### src/rtl/crop_window_ctrl_if.sv
// Signal bundle between the crop controller and its environment: the tapped
// vs/de video stream, host crop configuration, and the locked crop parameters.
interface crop_window_ctrl_if #(
    parameter int CNT_BITS = 12
);
    logic                vs_i;
    logic                de_i;
    logic [CNT_BITS-1:0] cfg_dst_w_i;
    logic [CNT_BITS-1:0] cfg_dst_h_i;
    logic                cfg_load_i;
    logic [CNT_BITS-1:0] total_cols_o;
    logic [CNT_BITS-1:0] total_rows_o;
    logic [CNT_BITS-1:0] skip_cols_o;
    logic [CNT_BITS-1:0] skip_rows_o;
    logic                crop_en_o;
    logic                locked_o;
    logic                geom_err_o;

    // Video source / host side
    modport master (
        output vs_i, de_i, cfg_dst_w_i, cfg_dst_h_i, cfg_load_i,
        input  total_cols_o, total_rows_o, skip_cols_o, skip_rows_o,
               crop_en_o, locked_o, geom_err_o
    );

    // Controller side
    modport slave (
        input  vs_i, de_i, cfg_dst_w_i, cfg_dst_h_i, cfg_load_i,
        output total_cols_o, total_rows_o, skip_cols_o, skip_rows_o,
               crop_en_o, locked_o, geom_err_o
    );
endinterface

### src/rtl/crop_window_ctrl.sv
// Crop window controller: measures active-video width/height from vs/de,
// qualifies the geometry over consecutive frames, and publishes centred
// skip rows/columns for a host-programmed destination size. All published
// parameters change only at frame boundaries.
module crop_window_ctrl #(
    parameter int CNT_BITS = 12,
    parameter int MIN_DIM  = 16
) (
    input  logic               clk_i,
    input  logic               rst_i,
    crop_window_ctrl_if.slave  bus
);
    typedef enum logic [1:0] {S_IDLE, S_MEAS, S_CHECK, S_LOCK} state_t;

    localparam logic [CNT_BITS-1:0] CNT_MAX = '1;
    localparam logic [CNT_BITS-1:0] CNT_ONE = {{(CNT_BITS-1){1'b0}}, 1'b1};
    localparam logic [CNT_BITS-1:0] MIN_V   = CNT_BITS'(MIN_DIM);

    // Centred skip; an oversize destination keeps everything.
    function automatic logic [CNT_BITS-1:0] skip_calc(
        input logic [CNT_BITS-1:0] total,
        input logic [CNT_BITS-1:0] dst
    );
        if (dst >= total) begin
            return '0;
        end
        return (total - dst) >> 1;
    endfunction

    // Front-end measurement state
    logic                vs_q, de_q;
    logic [CNT_BITS-1:0] w_cnt_reg, h_cnt_reg, line_w_reg;
    logic                bad_reg, seen_line_reg;
    logic [CNT_BITS-1:0] pend_w_reg, pend_h_reg;
    logic [CNT_BITS-1:0] snap_w_reg, snap_h_reg;
    logic [CNT_BITS-1:0] res_w_reg, res_h_reg;
    logic                res_ok_reg, frame_done_reg;

    logic vs_rise, de_fall, frame_ok;
    assign vs_rise  = bus.vs_i & ~vs_q;
    assign de_fall  = ~bus.de_i & de_q;
    assign frame_ok = ~bad_reg & (line_w_reg >= MIN_V) & (h_cnt_reg >= MIN_V);

    // Host writes land in pending registers at any time; last write wins.
    always_ff @(posedge clk_i or posedge rst_i) begin
        if (rst_i) begin
            pend_w_reg <= '0;
            pend_h_reg <= '0;
        end else if (bus.cfg_load_i) begin
            pend_w_reg <= bus.cfg_dst_w_i;
            pend_h_reg <= bus.cfg_dst_h_i;
        end
    end

    // Line/frame measurement; at each frame boundary the result and the
    // pending cfg are snapshotted so the FSM acts on them one edge later.
    // The width counter is per-line (cleared whenever de is low), so it is
    // not touched at vs_rise and DE overlapping vs is counted normally.
    always_ff @(posedge clk_i or posedge rst_i) begin
        if (rst_i) begin
            vs_q           <= 1'b0;
            de_q           <= 1'b0;
            w_cnt_reg      <= '0;
            h_cnt_reg      <= '0;
            line_w_reg     <= '0;
            bad_reg        <= 1'b0;
            seen_line_reg  <= 1'b0;
            snap_w_reg     <= '0;
            snap_h_reg     <= '0;
            res_w_reg      <= '0;
            res_h_reg      <= '0;
            res_ok_reg     <= 1'b0;
            frame_done_reg <= 1'b0;
        end else begin
            vs_q           <= bus.vs_i;
            de_q           <= bus.de_i;
            frame_done_reg <= vs_rise;

            if (bus.de_i) begin
                if (w_cnt_reg != CNT_MAX) begin
                    w_cnt_reg <= w_cnt_reg + CNT_ONE;
                end
            end else begin
                w_cnt_reg <= '0;
            end

            if (vs_rise) begin
                res_w_reg     <= line_w_reg;
                res_h_reg     <= h_cnt_reg;
                res_ok_reg    <= frame_ok;
                snap_w_reg    <= pend_w_reg;
                snap_h_reg    <= pend_h_reg;
                h_cnt_reg     <= '0;
                line_w_reg    <= '0;
                bad_reg       <= 1'b0;
                seen_line_reg <= 1'b0;
            end else if (de_fall) begin
                if (h_cnt_reg != CNT_MAX) begin
                    h_cnt_reg <= h_cnt_reg + CNT_ONE;
                end
                if (!seen_line_reg) begin
                    line_w_reg    <= w_cnt_reg;
                    seen_line_reg <= 1'b1;
                end else if (w_cnt_reg != line_w_reg) begin
                    bad_reg <= 1'b1;
                end
            end
        end
    end

    // Skip values for the just-finished frame, one instance per axis
    // (index 0 = columns, 1 = rows).
    logic [1:0][CNT_BITS-1:0] res_dim, snap_dim, skip_val;
    assign res_dim  = {res_h_reg, res_w_reg};
    assign snap_dim = {snap_h_reg, snap_w_reg};

    generate
        for (genvar gi = 0; gi < 2; gi++) begin : g_skip
            assign skip_val[gi] = skip_calc(res_dim[gi], snap_dim[gi]);
        end
    endgenerate

    // Qualification FSM state and published parameters
    state_t              state_reg, state_next;
    logic [CNT_BITS-1:0] cand_w_reg, cand_w_next, cand_h_reg, cand_h_next;
    logic [CNT_BITS-1:0] tot_w_reg, tot_w_next, tot_h_reg, tot_h_next;
    logic [CNT_BITS-1:0] skip_c_reg, skip_c_next, skip_r_reg, skip_r_next;
    logic                locked_reg, locked_next, crop_en_reg, crop_en_next;
    logic                err_reg, err_next;

    // State and output registers
    always_ff @(posedge clk_i or posedge rst_i) begin
        if (rst_i) begin
            state_reg   <= S_IDLE;
            cand_w_reg  <= '0;
            cand_h_reg  <= '0;
            tot_w_reg   <= '0;
            tot_h_reg   <= '0;
            skip_c_reg  <= '0;
            skip_r_reg  <= '0;
            locked_reg  <= 1'b0;
            crop_en_reg <= 1'b0;
            err_reg     <= 1'b0;
        end else begin
            state_reg   <= state_next;
            cand_w_reg  <= cand_w_next;
            cand_h_reg  <= cand_h_next;
            tot_w_reg   <= tot_w_next;
            tot_h_reg   <= tot_h_next;
            skip_c_reg  <= skip_c_next;
            skip_r_reg  <= skip_r_next;
            locked_reg  <= locked_next;
            crop_en_reg <= crop_en_next;
            err_reg     <= err_next;
        end
    end

    // Next-state/output logic; only acts the edge after a frame boundary.
    always_comb begin
        state_next   = state_reg;
        cand_w_next  = cand_w_reg;
        cand_h_next  = cand_h_reg;
        tot_w_next   = tot_w_reg;
        tot_h_next   = tot_h_reg;
        skip_c_next  = skip_c_reg;
        skip_r_next  = skip_r_reg;
        locked_next  = locked_reg;
        crop_en_next = crop_en_reg;
        err_next     = 1'b0;

        if (frame_done_reg) begin
            case (state_reg)
                S_IDLE: begin
                    // The partial frame seen since reset is discarded.
                    state_next = S_MEAS;
                end
                S_MEAS: begin
                    if (res_ok_reg) begin
                        cand_w_next = res_w_reg;
                        cand_h_next = res_h_reg;
                        state_next  = S_CHECK;
                    end
                end
                S_CHECK: begin
                    if (res_ok_reg && res_w_reg == cand_w_reg && res_h_reg == cand_h_reg) begin
                        state_next   = S_LOCK;
                        tot_w_next   = res_w_reg;
                        tot_h_next   = res_h_reg;
                        skip_c_next  = skip_val[0];
                        skip_r_next  = skip_val[1];
                        locked_next  = 1'b1;
                        crop_en_next = 1'b1;
                    end else if (res_ok_reg) begin
                        cand_w_next = res_w_reg;
                        cand_h_next = res_h_reg;
                    end else begin
                        state_next = S_MEAS;
                    end
                end
                S_LOCK: begin
                    if (res_ok_reg && res_w_reg == tot_w_reg && res_h_reg == tot_h_reg) begin
                        skip_c_next = skip_val[0];
                        skip_r_next = skip_val[1];
                    end else begin
                        // Totals and skips keep their last value for visibility.
                        err_next     = 1'b1;
                        locked_next  = 1'b0;
                        crop_en_next = 1'b0;
                        if (res_ok_reg) begin
                            cand_w_next = res_w_reg;
                            cand_h_next = res_h_reg;
                            state_next  = S_CHECK;
                        end else begin
                            state_next = S_MEAS;
                        end
                    end
                end
                default: state_next = S_IDLE;
            endcase
        end
    end

    assign bus.total_cols_o = tot_w_reg;
    assign bus.total_rows_o = tot_h_reg;
    assign bus.skip_cols_o  = skip_c_reg;
    assign bus.skip_rows_o  = skip_r_reg;
    assign bus.crop_en_o    = crop_en_reg;
    assign bus.locked_o     = locked_reg;
    assign bus.geom_err_o   = err_reg;
endmodule
### src/flat_wrapper.sv
// flat-port wrapper written by rule: the top's interface ports become plain ports
module crop_window_ctrl_flat 
#(
    parameter int CNT_BITS = 12,
    parameter int MIN_DIM  = 16
)
  (clk_i, rst_i, bus_vs_i, bus_de_i, bus_cfg_dst_w_i, bus_cfg_dst_h_i, bus_cfg_load_i, bus_total_cols_o, bus_total_rows_o, bus_skip_cols_o, bus_skip_rows_o, bus_crop_en_o, bus_locked_o, bus_geom_err_o);
  crop_window_ctrl_if #(.CNT_BITS(CNT_BITS)) bus_i ();
  input  logic clk_i;
  input  logic rst_i;
  input wire logic [$bits(bus_i.vs_i)-1:0] bus_vs_i;
  input wire logic [$bits(bus_i.de_i)-1:0] bus_de_i;
  input wire logic [$bits(bus_i.cfg_dst_w_i)-1:0] bus_cfg_dst_w_i;
  input wire logic [$bits(bus_i.cfg_dst_h_i)-1:0] bus_cfg_dst_h_i;
  input wire logic [$bits(bus_i.cfg_load_i)-1:0] bus_cfg_load_i;
  output wire logic [$bits(bus_i.total_cols_o)-1:0] bus_total_cols_o;
  output wire logic [$bits(bus_i.total_rows_o)-1:0] bus_total_rows_o;
  output wire logic [$bits(bus_i.skip_cols_o)-1:0] bus_skip_cols_o;
  output wire logic [$bits(bus_i.skip_rows_o)-1:0] bus_skip_rows_o;
  output wire logic [$bits(bus_i.crop_en_o)-1:0] bus_crop_en_o;
  output wire logic [$bits(bus_i.locked_o)-1:0] bus_locked_o;
  output wire logic [$bits(bus_i.geom_err_o)-1:0] bus_geom_err_o;
  assign bus_i.vs_i = bus_vs_i;
  assign bus_i.de_i = bus_de_i;
  assign bus_i.cfg_dst_w_i = bus_cfg_dst_w_i;
  assign bus_i.cfg_dst_h_i = bus_cfg_dst_h_i;
  assign bus_i.cfg_load_i = bus_cfg_load_i;
  assign bus_total_cols_o = bus_i.total_cols_o;
  assign bus_total_rows_o = bus_i.total_rows_o;
  assign bus_skip_cols_o = bus_i.skip_cols_o;
  assign bus_skip_rows_o = bus_i.skip_rows_o;
  assign bus_crop_en_o = bus_i.crop_en_o;
  assign bus_locked_o = bus_i.locked_o;
  assign bus_geom_err_o = bus_i.geom_err_o;
  crop_window_ctrl #(.CNT_BITS(CNT_BITS), .MIN_DIM(MIN_DIM)) u_core (.clk_i(clk_i), .rst_i(rst_i), .bus(bus_i));
endmodule
### config.mk
export PLATFORM = sky130hd
export DESIGN_NAME = crop_window_ctrl_flat
export DESIGN_NICKNAME = d
export VERILOG_FILES = /design/src/rtl/crop_window_ctrl_if.sv /design/src/rtl/crop_window_ctrl.sv /design/src/flat_wrapper.sv
export SDC_FILE = /design/constraint.sdc
export NUM_CORES = 1
export LEC_CHECK = 0
export CORE_ASPECT_RATIO = 1.2
export CORE_MARGIN = 5
export CORE_UTILIZATION = 50
export CTS_BUF_LIST = sky130_fd_sc_hd__clkbuf_8
export DETAILED_ROUTE_END_ITERATION = 8
export PLACE_DENSITY = 0.81
export SLEW_MARGIN = 20
export SYNTH_ARGS = -nofsm -noshare
export SYNTH_HDL_FRONTEND = slang
export SYNTH_SLANG_ARGS = --single-unit
### constraint.sdc
create_clock -name clk_i -period 7.91 [get_ports clk_i]
set_input_delay 0.791 -clock clk_i [delete_from_list [all_inputs] [get_ports clk_i]]
set_output_delay 0.791 -clock clk_i [all_outputs]
set_load 0.02 [all_outputs]
## Word-level counts from Yosys, hierarchy flattened

Index checks and enable logic that the tools add are counted.

- $add $sub $neg: 4
- $lt $le $gt $ge: 4
- Equal/unequal tests: 18
- Mux-type cells: 46
- Reductions and logical operators: 19
- Bitwise operators: 7

Operator list:

| cell | count |
|---|---|
| two-way mux 12 bit | 22 |
| one-hot mux 12 bit (3 select lines) | 2 |
| == test 12 bit | 4 |
| one-hot mux 12 bit (2 select lines) | 2 |
| adder 12 x 1 -> 12 bit, second input constant | 2 |
| >= comparator 12 bit | 2 |
| >= comparator 12 x 5 -> 1 bit, second input constant | 2 |
| != test 12 bit, second input constant | 2 |
| subtractor 12 bit | 2 |
| AND reduction 4 bit | 4 |
| two-way mux 1 bit | 13 |
| != test 12 bit | 1 |
| two-way mux 2 bit | 5 |
| nonzero test 2 bit | 5 |
| != test 2 x 1 -> 1 bit, second input constant | 4 |
| one-hot mux 2 bit (4 select lines) | 1 |
| != test 2 bit, second input constant | 3 |
| AND reduction 3 bit | 2 |
| AND 1 bit | 4 |
| == test 2 bit, second input constant | 2 |
| logical AND 1 bit | 4 |
| AND reduction 2 bit | 2 |
| != test 3 bit, second input constant | 1 |
| NOT 1 bit | 3 |
| 4 further kinds | 4 |

- Input port bits: 29
- Output and inout port bits: 51
- Word-level logic and storage cells: 122
- Register bits after elaboration: 190

## Longest topological paths before layout

- Word-level depth: 6
- Gate-level depth with buffers: 11
- Mapped depth without buffers: 10

## Worst setup path before layout

OpenSTA, ideal clock, no wires.

- Kind: register to register
- Start: register u_core.res_h_reg[0]
- End: register u_core.skip_r_reg[10], in the netlist u_core.bus.skip_rows_o[10]
- Clock period less this slack: 2.395 ns
- Cell stages (with the launch flop): 11
- Arrival: 2.270 ns
- Setup slack: 5.515 ns
- Setup time: 0.125 ns
- Required time: 7.785 ns
- Buffers on the path: 1
- Path through: dfrtp_1 -> inv_1 -> ha_1 -> inv_1 -> fa_1 -> a31o_2 -> a221oi_1 -> a22o_1 -> buf_2 -> a221oi_1 -> mux2_2

- Cells in the longest elaborated chain, start to end: 5
- Elaborated cells between the ends (all ways): 14
- Classes of those cells: add/sub: 1; order compare: 1; eq/ne: 4; mux: 5; reduce/logical: 3

RTL lines:

| item | line | RTL |
|---|---|---|
| start, declared | crop_window_ctrl.sv:36 | `logic [CNT_BITS-1:0] res_w_reg, res_h_reg;` |
| start signal, assigned | crop_window_ctrl.sv:89 | `res_h_reg <= h_cnt_reg;` |
| >= comparator 12 bit | crop_window_ctrl.sv:24 | `if (dst >= total) begin` |
| two-way mux 1 bit | crop_window_ctrl.sv:24 |  |
| two-way mux 12 bit | crop_window_ctrl.sv:27 | `return (total - dst) >> 1;` |
| two-way mux 12 bit, on equally long branches | crop_window_ctrl.sv:201, crop_window_ctrl.sv:185 |  |
| one-hot mux 12 bit (2 select lines) | crop_window_ctrl.sv:172 | `case (state_reg)` |
| end signal, assigned | crop_window_ctrl.sv:151 | `skip_r_reg <= skip_r_next;` |
| end, declared | crop_window_ctrl.sv:127 | `logic [CNT_BITS-1:0] skip_c_reg, skip_c_next, skip_r_reg, skip_r_next;` |

Parallel ways exist; a longest one is shown, timed or not. The select of a mux whose other input is x is not followed.
A chain may end at the register's enable or synchronous reset.

## Final worst setup path

- Start: register u_core.res_w_reg[2]
- End: register u_core.cand_w_reg[8]

- Cells in the longest elaborated chain, start to end: 5
- Elaborated cells between the ends (all ways): 9
- Classes of those cells: eq/ne: 4; reduce/logical: 5

RTL lines:

| item | line | RTL |
|---|---|---|
| start, declared | crop_window_ctrl.sv:36 |  |
| start signal, assigned | crop_window_ctrl.sv:88 | `res_w_reg <= line_w_reg;` |
| == test 12 bit, on equally long branches | crop_window_ctrl.sv:185, crop_window_ctrl.sv:201 |  |
| logical AND 1 bit, on equally long branches (2 in a row) | crop_window_ctrl.sv:185, crop_window_ctrl.sv:201 |  |
| != test 2 bit (no line) | n/a |  |
| AND reduction 4 bit (no line) * | n/a |  |
| end signal, assigned | crop_window_ctrl.sv:146 | `cand_w_reg <= cand_w_next;` |
| end, declared | crop_window_ctrl.sv:125 | `logic [CNT_BITS-1:0] cand_w_reg, cand_w_next, cand_h_reg, cand_h_next;` |

Mark *: on every way between the ends. The rest lies on a longest branch, timed or not.

==> run metrics <==
pwr dens 181.0 nW/um2; setup bufs post-CTS 0; clk_lat worst skew between 0.4 and 0.5 ns; Worst Skew 0.01112 ns; initial antenna violation count 0; Initial DRC Count 467; slowest stage cell, crit path o21ai_2; grt total ovfl 0; dominant cells by area after synthesis dfrtp_1, mux2_2, xnor2_1; TritonCTS clock tree done; PnR worst setup slack around 5 ns; DR WL met3 between 800 and 900 um; maximum vdd drop 0.1045 mV; clock-pin slew on the worst setup and hold paths ~0.09 ns; Cell variety after synth 63; static leakage 4.973 nW; CP max FO 13; WL/cell approximately 17 um; Setup crit end kind flip-flop; Max Clock Freq 339.6 MHz; Hold WC Path Type flip-flop to flip-flop; Area Overhead vs Synth 13.88%; post-layout min period between 2 and 3 ns; R2R setup slack 4.97 ns; met1 WL about 8700 um; Finish-stage setup viols 0; final slew viol count 0; htree depth 4; DP HPWL ~15000 um; slew of the pin with the lowest slew margin 0.9019 ns; FILL cells ~1500; min-delay src u_core.bus.skip_rows_o[2]; post-synthesis cell count 883; post-synth top area share between 50% and 60%; Row Count between 50 and 60; met2 WL between 10000 and 15000 um; overall die height approximately 160 um; total track usage about a fifth; setup TNS 0 ns; Mean Syn Cell Area 10.55 um2; Remaining DRCs 0; Initial Utilization about half; first drt pass iteration count 5; layout cell share with drive strength beyond 1 about an eighth; Detail Route Antenna Nets 0; TritonCTS Buffers 17; Core Box Area between 15000 and 20000 um2; largest net degree at the start of global routing between 80 and 90; PortBufs between 70 and 80; Max-cap violations 0; max incr delay on CP 0.54 ns; Chip Width between 100 and 150 um; Final Util 58.13%; Hold Buf Count CTS 0; average vias per placed instance around 5.7; Synth area leader dfrtp_1; Critical Path AT ~3.3 ns; final instance area ~11000 um2; Placement Setup Slack around 4.7 ns; ys flop type dfrtp_1; DR top layer met4; RSZ-0062 raised after global routing false; Hold Vio Cnt, Final 0; IO Count 80; Required @ worst endpoint between 8 and 9 ns; period utilization about 37%; Setup crit start kind flip-flop; Max-slew headroom ~40%; vias in the first global route 6538; #FFs+latches synth 188; Post-synth EDFFs 0; first-pass GRT wire length approximately 34000 um; Clock Tree Buf Depth 2; gp weighted congestion a little under 0.9; Async SR Flop Fraction 100.0%; Clock Root Buffer clkbuf_8; clk sinks 188; detailed-route via count ~6700; antenna cells 0; Critical Path Start u_core.res_w_reg[2]; Placed Area 10230 um2; Syn Std Cell Area around 9300 um2; cts repair resizes 0; Cell Chain, Critical Path xnor2_1 -> nand4_1 -> nor4_2 -> a41oi_1 -> o21ai_2 -> buf_4 -> mux2_2; register area share after synthesis a little over 50%; Worst R2R Start u_core.res_w_reg[2]; final WL 20210 um; NumNets Final between 1000 and 1500; die area 21460 um2; outcome completed; Warnings, synthesis 0; CP Class flip-flop to flip-flop
==> worst max-delay path, delay by kind of cell, from the launching register on <==
kind                   cells  cell delay, ns
AO/OA/AOI/OAI              2            0.75
AND/OR/NAND/NOR            2            0.54
flip-flops                 1            0.49
multiplexers               1            0.36
XOR/XNOR                   1            0.35
buffers and inverters      1            0.33
==> cells in the final DEF (no fill, tap or decap), types with 18 or more instances in the layout <==
master	netlist	layout
ha_1	27	27
clkbuf_8	0	21
nand4_1	31	31
nand3_1	18	18
o21ai_0	46	46
mux2_2	74	74
inv_1	38	41
nor2_1	26	26
a21oi_1	20	20
nand2_1	131	131
clkdlybuf4s50_1	0	77
dfrtp_1	188	188
xor2_1	32	32
xnor2_1	60	60
==> kinds of logic after synthesis <==
logic type,Yosys count,share of synthesized area [%]
other,1,0.04027
AO/OA/AOI/OAI,146,10.16
flip-flops,188,50.52
AND/OR/NAND/NOR,267,13.64
multiplexers,76,9.164
adder cells (fa/ha/maj),29,4.058
buffers and inverters,84,3.762
XOR/XNOR,92,8.654
==> Yosys cell counts (6+ instances only) <==
cell type,number
nand3_1,18
nand2b_1,6
a21o_1,7
ha_1,27
nand2_1,131
clkbuf_1,31
inv_1,38
dfrtp_1,188
mux2_2,74
nor3_1,10
xnor2_1,60
and2_1,7
nor4_1,14
a22o_1,13
a21oi_1,20
o31ai_1,9
nor2b_1,7
buf_2,6
xor2_1,32
nand4_1,31
a31oi_1,9
o21ai_1,10
nor2_1,26
o21ai_0,46
==> layer usage <==
| layer | vias to the layer above | track usage, % |
|---|---|---|
| met2 | 158 | 32.91 |
| met5 | - | 0 |
| li1 | 3209 | - |
| met1 | 3269 | 25.22 |
| met3 | 31 | 4.046 |
| met4 | 0 | 5.926 |
==> layout make-up <==
| cell class | count | area (um2) | share of cell area, % |
|---|---|---|---|
| flip-flops and latches | 188 | 4705 | 44.37 |
| multi-input cells | 612 | 4273 | 40.30 |
| clock inverters | 9 | 75.07 | 0.7080 |
| well taps | 224 | 280.3 | 2.643 |
| inverters | 39 | 151.4 | 1.428 |
| clock buffers | 21 | 289.0 | 2.726 |
| repair buffers | 85 | 830.8 | 7.835 |
==> worst paths after layout <==
check,to,cells past startpoint
max,u_core.cand_w_reg[8],7
min,u_core.bus.skip_rows_o[2],2
max reg2reg,u_core.cand_w_reg[8],7
min reg2reg,u_core.bus.skip_rows_o[2],2
max in group asynchronous,u_core.pend_h_reg[2],3
min in group asynchronous,u_core.w_cnt_reg[1],2
==> where the power goes <==
part / total [mW] / switching [mW] / internal [mW]
logic: 0.286 / 0.167 / 0.120
registers: 1.04 / 0.0323 / 1.00
clock network: 0.596 / 0.321 / 0.275
==> per-stage QoR <==
stage               power [mW]  std cells  hold WS, ns
finish                   1.919       1178       0.4819
global route             2.010       1178       0.5176
CTS                      1.930       1178       0.4873
detailed placement       1.339       1148       0.4670
global placement         1.332       1148       0.4536
floorplan                1.262        884       0.4348
(Power assumes the default switching activity.)
